### config.mk
export PLATFORM = sky130hd
export DESIGN_NAME = ibuf_skew_feeder
export DESIGN_NICKNAME = d
export VERILOG_FILES = /design/src/rtl/ibuf_skew_feeder.sv
export SDC_FILE = /design/constraint.sdc
export NUM_CORES = 1
export LEC_CHECK = 0
export CAP_MARGIN = 20
export CORE_UTILIZATION = 50
export DETAILED_ROUTE_END_ITERATION = 8
export PLACE_DENSITY_LB_ADDON = 0.2
export SLEW_MARGIN = 40
export SYNTH_ARGS = -nofsm -noshare
export SYNTH_HDL_FRONTEND = slang
export SYNTH_SLANG_ARGS = --single-unit
### constraint.sdc
create_clock -name CLK -period 4.7 [get_ports CLK]
set_clock_uncertainty 0.2 [all_clocks]
set_input_delay 1.41 -clock CLK [delete_from_list [all_inputs] [get_ports CLK]]
set_output_delay 1.41 -clock CLK [all_outputs]
set_load 0.01 [all_outputs]
### src/rtl/ibuf_skew_feeder.sv
// Input buffer and systolic skew stage for the NxN MAC array: captures N rows, then streams lane r delayed by r cycles.
// Optional sticky protocol-error flag ERR is built only when IBUF_SKEW_ERR_EN is defined; otherwise ERR is tied low.
module ibuf_skew_feeder #(
  parameter int DATA_W = 8,
  parameter int N      = 4
) (
  input  logic                CLK,
  input  logic                RST,
  input  logic                LOAD_EN,
  input  logic [N*DATA_W-1:0] LOAD_DATA,
  input  logic                START_CALC,
  output logic [N*DATA_W-1:0] A_OUT,
  output logic [N-1:0]        A_VALID,
  output logic                FULL,
  output logic                BUSY,
  output logic                DONE,
  output logic                ERR
);

  localparam int CNT_W  = $clog2(N + 1);
  localparam int STEP_W = $clog2(2 * N - 1);
  localparam logic [STEP_W-1:0] LAST_STEP = STEP_W'(2 * N - 2);
  localparam logic [CNT_W-1:0]  LAST_ROW  = CNT_W'(N - 1);

  localparam logic [1:0] S_IDLE   = 2'd0;
  localparam logic [1:0] S_LOADED = 2'd1;
  localparam logic [1:0] S_STREAM = 2'd2;

  logic [1:0]          state;
  logic [CNT_W-1:0]    cnt;
  logic [STEP_W-1:0]   t;
  logic [N*DATA_W-1:0] row_mem [N];
  logic [N*DATA_W-1:0] lane_nxt;
  logic [N-1:0]        valid_nxt;
  logic [N*DATA_W-1:0] a_out_q;
  logic [N-1:0]        a_valid_q;
  logic                done_q;
  int                  tgt_step;

  // Lane r carries element (step - r) of row r; the step being prepared is the one shown next cycle.
  always_comb begin
    lane_nxt  = '0;
    valid_nxt = '0;
    tgt_step  = (state == S_STREAM) ? int'(t) + 1 : 0;
    for (int r = 0; r < N; r++) begin
      for (int c = 0; c < N; c++) begin
        if (tgt_step == r + c) begin
          lane_nxt[r*DATA_W +: DATA_W] = row_mem[r][c*DATA_W +: DATA_W];
          valid_nxt[r]                 = 1'b1;
        end
      end
    end
  end

  always_ff @(posedge CLK) begin
    if (!RST && state == S_IDLE && LOAD_EN) begin
      for (int r = 0; r < N; r++) begin
        if (cnt == CNT_W'(r)) row_mem[r] <= LOAD_DATA;
      end
    end
  end

  always_ff @(posedge CLK) begin
    if (RST) begin
      state     <= S_IDLE;
      cnt       <= '0;
      t         <= '0;
      a_out_q   <= '0;
      a_valid_q <= '0;
      done_q    <= 1'b0;
    end else begin
      done_q <= 1'b0;
      case (state)
        S_IDLE: begin
          if (LOAD_EN) begin
            cnt <= cnt + CNT_W'(1);
            if (cnt == LAST_ROW) state <= S_LOADED;
          end
        end
        S_LOADED: begin
          if (START_CALC) begin
            state     <= S_STREAM;
            t         <= '0;
            a_out_q   <= lane_nxt;
            a_valid_q <= valid_nxt;
          end
        end
        S_STREAM: begin
          // The final step has been on the outputs for one cycle; retire the stream.
          if (t == LAST_STEP) begin
            state     <= S_IDLE;
            cnt       <= '0;
            t         <= '0;
            a_out_q   <= '0;
            a_valid_q <= '0;
            done_q    <= 1'b1;
          end else begin
            t         <= t + STEP_W'(1);
            a_out_q   <= lane_nxt;
            a_valid_q <= valid_nxt;
          end
        end
        default: state <= S_IDLE;
      endcase
    end
  end

  assign A_OUT   = a_out_q;
  assign A_VALID = a_valid_q;
  assign DONE    = done_q;
  assign FULL    = (state == S_LOADED);
  assign BUSY    = (state == S_STREAM);

`ifdef IBUF_SKEW_ERR_EN
  logic err_event;
  logic err_q;

  always_comb begin
    err_event = 1'b0;
    case (state)
      S_IDLE:   err_event = START_CALC;
      S_LOADED: err_event = LOAD_EN;
      S_STREAM: err_event = LOAD_EN | START_CALC;
      default:  err_event = 1'b0;
    endcase
  end

  always_ff @(posedge CLK) begin
    if (RST) err_q <= 1'b0;
    else     err_q <= err_q | err_event;
  end

  assign ERR = err_q;
`else
  assign ERR = 1'b0;
`endif

endmodule

==> run metrics, run 1 <==
Die Span Y 118 um; starting density of the core 52.2%; Syn. warnings 0; Max Clk Rate 272 MHz; power per cell area 384 nW/um2; 1st-pass router iterations 5; dominant synthesized flop cell edfxtp_1; Worst-Margin Slew 731 ps; count of final max-slew check failures 0; Setup Buffers After CTS 0; mapped cell area 6690 um2; TritonCTS clock tree built; Hold Fails Final Rpt 0; post-route clock period utilization 78.2%; fraction of layout cells with a size suffix above 1 14.6%; Worst setup EP type primary output; row count 41; post-synthesis sequential area ratio 70.9%; Hold Buf Count CTS 0; syn nets 498; final std cells w/o fill 725; Die X 118 um; Crit-path slowest cell dfxtp_1; total die area 13,800 um2; total negative slack 0 ps; post-synth cell types 59; WP buf/inv 2; crit start category flip-flop; ys async rst share 0%; Top delay family on crit path buffers and inverters; Worst VDD drop 0.000298 V; DP Cell Count around 690; crit path cell chain nand2b_4 -> clkinv_4 -> clkdlybuf4s50_1; minimum clock period 3680 ps; estimated wirelength of the detail-placed design 10.3 mm; nets 584; status finished, final reports clean; Max clock buf depth 2; WS Path Type reg2out; Synth area leaders edfxtp_1 57%, dfxtp_1 13%, mux2_2 3.0%; register clock-pin slew on the reported worst setup and hold paths 60 ps; vias in the first global route 4,321; clk root buf clkbuf_16; Initial DRC Count 469; grt ovf 0; Antenna diodes 0; via/cell ratio 5.89; total wire length 16.1 mm; H-Tree Depth 4; initial antenna violation count 0; I/O Buffers 74; I/O Pins 76; HP Class reg2reg; GPL Wtd Cong roughly 0.79; Avg Cell Area, Syn 14.7 um2; leakage power 2.73 nW; worst skew pair latency 430 ps; PostCTS Resize Cnt 0; cell taking the most area after synthesis edfxtp_1; Worst Path Required 3090 ps; relative slew slack 50.6%; Core ar. 12,800 um2; Synth top area share 57.5%; Worst path max stage delay 570 ps; Yosys reg bits 173; CP Max Fanout 13; Placement Setup Slack between 900 and 1000 ps; routed via count 4,272; DRC viols 0; post-route setup slack 1020 ps; GRT Resource Usage Total 25.0%; Max Cap Violations 0; unrepaired setup endpoints after global routing no; first-pass GRT wire length 25.0 mm; drt wl/cell 22.1 um; CTS Buf Count 17; largest net degree at the start of global routing 33; Setup violations, final 0; Worst Path Arrival 2070 ps; Worst R2R Setup Slack 1850 ps; Mapped Cells 455; Layout area overhead 22.5%; number of flops mapped to enable cells by yosys 128; clk sink count ~170; Routed Antenna Nets 0
routing by layer:
layer	wire length [um]	track usage [%]	part of all wire [%]
met5	0	0	0
met2	7740	39.3	48
met1	6880	33.3	43
met3	1050	5.77	6.5
met4	384	10.6	2.4
cells in the mapped netlist, types with 4 or more instances:
library cell and n:
a21oi_1 23, a221o_1 9, a221oi_1 6, a222oi_1 8
a22o_1 7, a22oi_1 18, and2_1 5, buf_2 9
buf_6 5, clkbuf_1 7, dfxtp_1 45, edfxtp_1 128
ha_1 7, inv_1 5, mux2_2 18, nand2_1 34
nor2_1 23, nor3_1 6, o211ai_1 6, o21ai_0 25
o21ai_1 4, o22ai_1 8, o2bb2ai_1 5
through the flow:
step	total power [mW]	utilization, %	hold WS, ps	instance area [um2]
6_report	3.14	63.9	258	8200
2_1_floorplan	1.74	-	271	6690
5_1_grt	3.24	63.9	284	8200
4_1_cts	3.16	63.9	260	8200
3_3_place_gp	1.80	59.5	245	7630
3_5_place_dp	1.81	59.5	246	7630
layout by cell type (no fill, tap or decap), drive strengths merged, types with 2 or more instances in the layout:
cell type      count
edfxtp           128
clkdlybuf4s50     74
dfxtp             45
nand2             35
o21ai             30
a21oi             27
nor2              25
clkbuf            22
buf               21
mux2              18
a22oi             18
a221o              9
o22ai              8
a222oi             8
a22o               7
ha                 7
nor3               7
o211ai             6
a221oi             6
clkinv             6
inv                5
and2               5
o2bb2ai            5
bufinv             3
nor3b              3
xor2               2
nand2b             2
nor2b              2
area by class of cell:
type,count,area [um2]
clock buffer,22,444
clock inverter,9,120
fill,991,4630
inverter,6,27.5
multi-input combinational,248,1750
sequential,173,4740
tap,172,215
timing repair buffer,95,898
state kept, by name, indices dropped and copies added, names as in the netlist:
| name | flops |
|---|---|
| DONE | 1 |
| t | 3 |
| cnt | 3 |
| A_VALID | 4 |
| A_OUT | 32 |
| state | 2 |
| row_mem | 128 |
worst register-to-register path: stages, from the launching register on:
cell	delay (ps)
dfxtp_1	380
ha_1	610
nand4bb_1	560
nor2_1	440
buf_4	220
a22oi_1	70
a221oi_1	270
kinds of logic after synthesis:
group	count (synthesis)	share of synthesized area, %
buffers and inverters	34	3.07
AO/OA/AOI/OAI	131	14.0
other	1	0.0561
XOR/XNOR	3	0.393
adder cells (fa/ha/maj)	7	1.31
flip-flops	173	70.9
AND/OR/NAND/NOR	87	7.03
multiplexers	19	3.18
power breakdown:
| part | switching, mW | internal (mW) |
|---|---|---|
| Sequential | 0.00776 | 1.67 |
| Combinational | 0.0550 | 0.0423 |
| Clock | 0.545 | 0.826 |
| Total | 0.607 | 2.54 |
final timing paths:
| kind | from | end | cells after the start |
|---|---|---|---|
| worst max-delay path | state[0]$_SDFFE_PP0P_ | BUSY | 3 |
| worst min-delay path | A_OUT[10]$_SDFFE_PP0P_ | A_OUT[10]$_SDFFE_PP0P_ | 2 |
| worst max register to register | t[1]$_SDFFE_PP0P_ | A_OUT[21]$_SDFFE_PP0P_ | 6 |
| worst min register to register | A_OUT[10]$_SDFFE_PP0P_ | A_OUT[10]$_SDFFE_PP0P_ | 2 |
Note: power is estimated with default switching activity, not from simulation.
==> run 2: changes to the inputs <==
==> constraint.sdc (replaced) <==
create_clock -name CLK -period 3 [get_ports CLK]
set_clock_uncertainty 0.2 [all_clocks]
set_input_delay 0.9 -clock CLK [delete_from_list [all_inputs] [get_ports CLK]]
set_output_delay 0.9 -clock CLK [all_outputs]
set_load 0.01 [all_outputs]
==> run metrics, run 2 (synthesis gave the netlist of run 1 again) <==
status finished, final reports clean; most frequent cells in the layout 128 x edfxtp_1, 74 x clkdlybuf4s50_1, 44 x dfxtp_1; nets 588 (+0.68%); power per cell area 619 nW/um2 (+61%); Worst path max stage delay 520 ps (-50 ps); total negative slack 0 ps (unchanged); initial antenna violation count 0 (unchanged); minimum clock period 2830 ps; Final Instance Area 8400 um2 (+2.5%); Worst setup EP type primary output; CTS Buf Count 17 (unchanged); Area after DPL 7740 um2 (+1.5%); Clock power frac 46.4% (+2.8 points); worst skew pair latency 440 ps (about the same); largest net degree at the start of global routing 33 (unchanged); Setup Buffers After CTS 0 (unchanged); Top delay family on crit path buffers and inverters; leakage power 2.82 nW (+3.3%); crit start category flip-flop; Reg with most FFs row_mem; H-Tree Depth 4 (unchanged); via/cell ratio 5.88 (-0.17%); Hold Fails Final Rpt 0 (unchanged); count of final max-slew check failures 0 (unchanged); crit path cell chain nand2b_4 -> clkinv_4 -> clkdlybuf4s50_1; estimated wirelength of the detail-placed design 10.1 mm (-2.6%); total wire length 16.2 mm (+0.74%); drt wl/cell 22.2 um (about the same); Worst Path Required 1900 ps (-1190 ps); Die X 118 um (unchanged); WP buf/inv 2 (unchanged); I/O Pins 76 (unchanged); I/O Buffers 74 (unchanged); register clock-pin slew on the reported worst setup and hold paths 60 ps (about the same); Initial DRC Count 423 (-9.8%); Core ar. 12,800 um2 (unchanged); Crit-path slowest cell clkdlybuf4s50_1; Setup violations, final 0 (unchanged); 1st-pass router iterations 5 (unchanged); grt ovf 0 (unchanged); Reg power frac 50.5% (-2.8 points); Worst-Margin Slew 574 ps (-157 ps); Gate power share 3.1% (about the same); flip-flop count of the largest register after layout 128 (unchanged); Worst Path Arrival 1730 ps (-340 ps); total die area 13,800 um2 (unchanged); Net Sw Frac 19.5% (+0.14 points); clk sink count 173 (unchanged); DRC viols 0 (unchanged); Die Span Y 118 um (unchanged); fraction of layout cells with a size suffix above 1 16.8% (+2.2 points); Cell Int Power 4.19 mW (+65%); clk root buf clkbuf_16; Max Clk Rate 353 MHz; commonest non-fill, non-tap cell in the layout edfxtp_1; final core occ 65.5% (+1.6 points); first-pass GRT wire length 24.9 mm (-0.25%); GRT Resource Usage Total 24.8% (-0.19 points); TritonCTS clock tree built; Tot Pwr 5.20 mW (+65%); unrepaired setup endpoints after global routing no; Psw 1.01 mW (+67%); row count 41 (unchanged); vias in the first global route 4,271 (-1.2%); post-route setup slack 169 ps (-854 ps); relative slew slack 61.7% (+11 points); Worst VDD drop 0.000365 V (+23%); Placement Setup Slack 197 ps (-749 ps); Layout area overhead 25.5%; routed via count 4,294 (+0.51%); starting density of the core 52.2% (unchanged); GPL Wtd Cong 0.799 (+0.77%); Max clock buf depth 2 (unchanged); Antenna diodes 0 (unchanged); HP Class reg2reg; Routed Antenna Nets 0 (unchanged); CP Max Fanout 13 (unchanged); Hold Buf Count CTS 0 (unchanged); # fillers 965 (-2.6%); post-route clock period utilization a little over nine tenths; WS Path Type reg2out; Max Cap Violations 0 (unchanged)
-- run 2: changes by cell type in the layout (fill, tap and decap cells not counted), sizes merged --
| cell | previous run | this run |
|---|---|---|
| buf | 21 | 25 |
| bufinv | 3 | 5 |
| clkbuf | 22 | 18 |
| clkinvlp | 1 | 2 |
| inv | 5 | 7 |
-- run 2: path summary, 6_finish.rpt --
kind / start / to / slack (ps) / cells past startpoint
hold / removal: A_OUT[0]$_SDFFE_PP0P_ / A_OUT[0]$_SDFFE_PP0P_ / 250 / 2
hold reg to reg: A_OUT[0]$_SDFFE_PP0P_ / A_OUT[0]$_SDFFE_PP0P_ / 250 / 2
setup / recovery: state[1]$_SDFFE_PP0P_ / BUSY / 170 / 3
setup reg to reg: t[0]$_SDFFE_PP0P_ / A_OUT[31]$_SDFFE_PP0P_ / 280 / 7
-- run 2: worst reg2reg max path, delay by kind of cell, from the launching register on --
kind,cells,cell delay [ps]
compound gates,3,750
fa+ha+maj,1,480
simple gates,1,480
flops,1,390
buf+inv,2,360
-- run 2: timing repair --
| action | in CTS | in global routing |
|---|---|---|
| setup endpoints to repair | 1 | 0 |
| hold endpoints to repair | 0 | 0 |
| resized for setup | 1 | 0 |
-- run 2: power by group through the flow --
stage	clock (mW)	sequential, mW	combinational (mW)
floorplan	0	2.68	0.0556
global placement	0	2.68	0.159
detailed placement	0	2.68	0.161
CTS	2.43	2.63	0.163
global route	2.53	2.63	0.173
finish	2.41	2.63	0.162
-- run 2: layout make-up --
type                            count  area (um2)  area share (%)
Sequential cell                   173        4750            56.5
Tap cell                          172         215            2.56
Clock buffer                       18         439            5.23
Multi-Input combinational cell    248        1750            20.9
Clock inverter                     14         215            2.56
Inverter                            6        27.5           0.328
Timing Repair Buffer               99        1000            11.9
-- run 2: routing by layer --
layer | up-vias | wire (um) | GRT usage (%)
li1 | 1943 | - | -
met1 | 2138 | 6860 | 32.4
met2 | 184 | 7820 | 39.5
met3 | 29 | 1170 | 6.06
met4 | 0 | 320 | 10.4
met5 | - | 0 | 0
-- run 2: per-stage QoR --
step,hold slack [ps],cells
6_report,250,730
5_1_grt,269,730
4_1_cts,256,730
3_5_place_dp,246,698
3_3_place_gp,246,698
2_1_floorplan,271,455
==> run 3: changes to the inputs <==
--- a/config.mk
+++ b/config.mk
@@ -8,6 +8,7 @@
 export CAP_MARGIN = 20
 export CORE_UTILIZATION = 50
 export DETAILED_ROUTE_END_ITERATION = 8
+export DONT_BUFFER_PORTS = 1
 export PLACE_DENSITY_LB_ADDON = 0.2
 export SLEW_MARGIN = 40
 export SYNTH_ARGS = -nofsm -noshare
==> run metrics, run 3 (synthesis gave the netlist of run 1 again) <==
status finished, final reports clean; CTS Buf Count 17 (unchanged); Register-to-Register Path Depth 7 (unchanged); TritonCTS clock tree built; Worst VDD drop 0.000410 V (+12%); HP Class reg2reg; Worst R2R Setup Slack 490 ps (+210 ps); register clock-pin slew on the reported worst setup and hold paths 70 ps (about the same); estimated wirelength of the detail-placed design 9.96 mm (-0.96%); # fillers 988 (+2.4%); leakage power 2.50 nW (-12%); nets 512 (-13%); grt ovf 0 (unchanged); Max Clk Rate 395 MHz (+12%); row count 41 (unchanged); crit path from state[1]$_SDFFE_PP0P_; Worst Path Arrival 1430 ps (-300 ps); post-route clock period utilization 84.5% (-9.9 points); total negative slack 0 ps (unchanged); Max clock buf depth 2 (unchanged); Max Cap Violations 0 (unchanged); 1st-pass router iterations 5 (unchanged); Core ar. 12,800 um2 (unchanged); first-pass GRT wire length 24.2 mm (-2.9%); Die X 118 um (unchanged); total wire length 15.8 mm (-2.4%); I/O Pins 76 (unchanged); total die area 13,800 um2 (unchanged); Reg with most FFs row_mem; GR peak layer met2; final std cells w/o fill 654 (-10%); Die Span Y 118 um (unchanged); via/cell ratio 6.12 (+4.0%); Final Instance Area 7540 um2 (-10%); Antenna diodes 0 (unchanged); worst reg2reg startpoint t[1]$_SDFFE_PP0P_; commonest non-fill, non-tap cell in the layout edfxtp_1; starting density of the core 52.2% (unchanged); Layout area overhead 12.6%; Area after DPL 6940 um2 (-10%); PostCTS Resize Cnt 0 (-1); count of final max-slew check failures 0 (unchanged); CP Max Fanout 13 (unchanged); Initial DRC Count 417 (-1.4%); power per cell area 652 nW/um2 (+5.3%); most frequent cells in the layout 128 x edfxtp_1, 45 x dfxtp_1, 34 x nand2_1; DP Cell Count 622 (-11%); reg2reg end A_OUT[20]$_SDFFE_PP0P_; minimum clock period 2530 ps (-297 ps); Worst setup EP type primary output; H-Tree Depth 4 (unchanged); WS Path Type reg2out; fraction of layout cells with a size suffix above 1 18.5% (+1.6 points); Routed Antenna Nets 0 (unchanged); Worst Path Required 1900 ps (about the same); GPL Wtd Cong 0.804 (+0.70%); I/O Buffers 0 (-100%); Setup Buffers After CTS 0 (unchanged); Worst-Margin Slew 601 ps (+26.9 ps); Setup violations, final 0 (unchanged); routed via count 4,000 (-6.8%); initial antenna violation count 0 (unchanged); met2 Use GR 36.6% (-2.9 points); GRT Resource Usage Total 24.1% (-0.69 points); Hold Buf Count CTS 0 (unchanged); relative slew slack 59.8% (-2.0 points); crit start category flip-flop; clk sink count 173 (unchanged); Hold Fails Final Rpt 0 (unchanged); unrepaired setup endpoints after global routing no; clk root buf clkbuf_16; flip-flop count of the largest register after layout 128 (unchanged); M1 GR Usage 31.4% (-0.93 points); drt wl/cell 24.1 um (+8.9%); worst skew pair latency 430 ps (about the same); vias in the first global route 4,004 (-6.3%); largest net degree at the start of global routing 33 (unchanged); Critical Path Sink BUSY; met3 Use GR 7.99% (+1.9 points); DRC viols 0 (unchanged)
[run 3: area by class of cell]
class / count / area, um2 / share of cell area [%]
inverters: 6 / 27.5 / 0.365
clock buffers: 18 / 429 / 5.69
clock inverters: 14 / 168 / 2.22
flip-flops and latches: 173 / 4740 / 63.0
repair buffers: 23 / 185 / 2.46
multi-input cells: 248 / 1770 / 23.4
well taps: 172 / 215 / 2.86
[run 3: worst min-delay path by stage]
stage,start,end,slack [ps],depth (start not counted)
after floorplan,A_OUT[16]$_SDFFE_PP0P_,A_OUT[16]$_SDFFE_PP0P_,270,2
after global placement,cnt[2]$_SDFFE_PP0P_,cnt[2]$_SDFFE_PP0P_,290,2
after detailed placement,A_OUT[0]$_SDFFE_PP0P_,A_OUT[0]$_SDFFE_PP0P_,300,2
after CTS,A_OUT[0]$_SDFFE_PP0P_,A_OUT[0]$_SDFFE_PP0P_,310,2
after global routing,RST,t[2]$_SDFFE_PP0P_,320,1
final,A_OUT[0]$_SDFFE_PP0P_,A_OUT[0]$_SDFFE_PP0P_,300,2
[run 3: stage by stage]
| step | total power, mW | worst slack [ps] | util, % | hold WS, ps |
|---|---|---|---|---|
| CTS | 4.94 | 463 | 58.8 | 305 |
| global placement | 2.75 | 531 | 54.0 | 293 |
| global route | 5.05 | 325 | 58.8 | 321 |
| finish | 4.92 | 466 | 58.8 | 304 |
| floorplan | 2.73 | 238 | - | 271 |
| detailed placement | 2.76 | 469 | 54.1 | 297 |
[run 3: metal layers]
metal | vias to the layer above | wire length [um]
li1 | 1802 | -
met5 | - | 0
met1 | 1972 | 6390
met2 | 200 | 7550
met4 | 0 | 302
met3 | 26 | 1540
[run 3: power by group]
group          switching [mW]  leakage, nW  internal [mW]  total (mW)
Sequential             0.0128         1.53           2.61        2.63
Combinational          0.0517        0.683         0.0267      0.0784
Clock                   0.900        0.290           1.31        2.21
[run 3: worst max-delay path, stage by stage, from the launching register on]
cell,delay (ps)
dfxtp_1,550
nand2b_4,250
clkinv_4,200
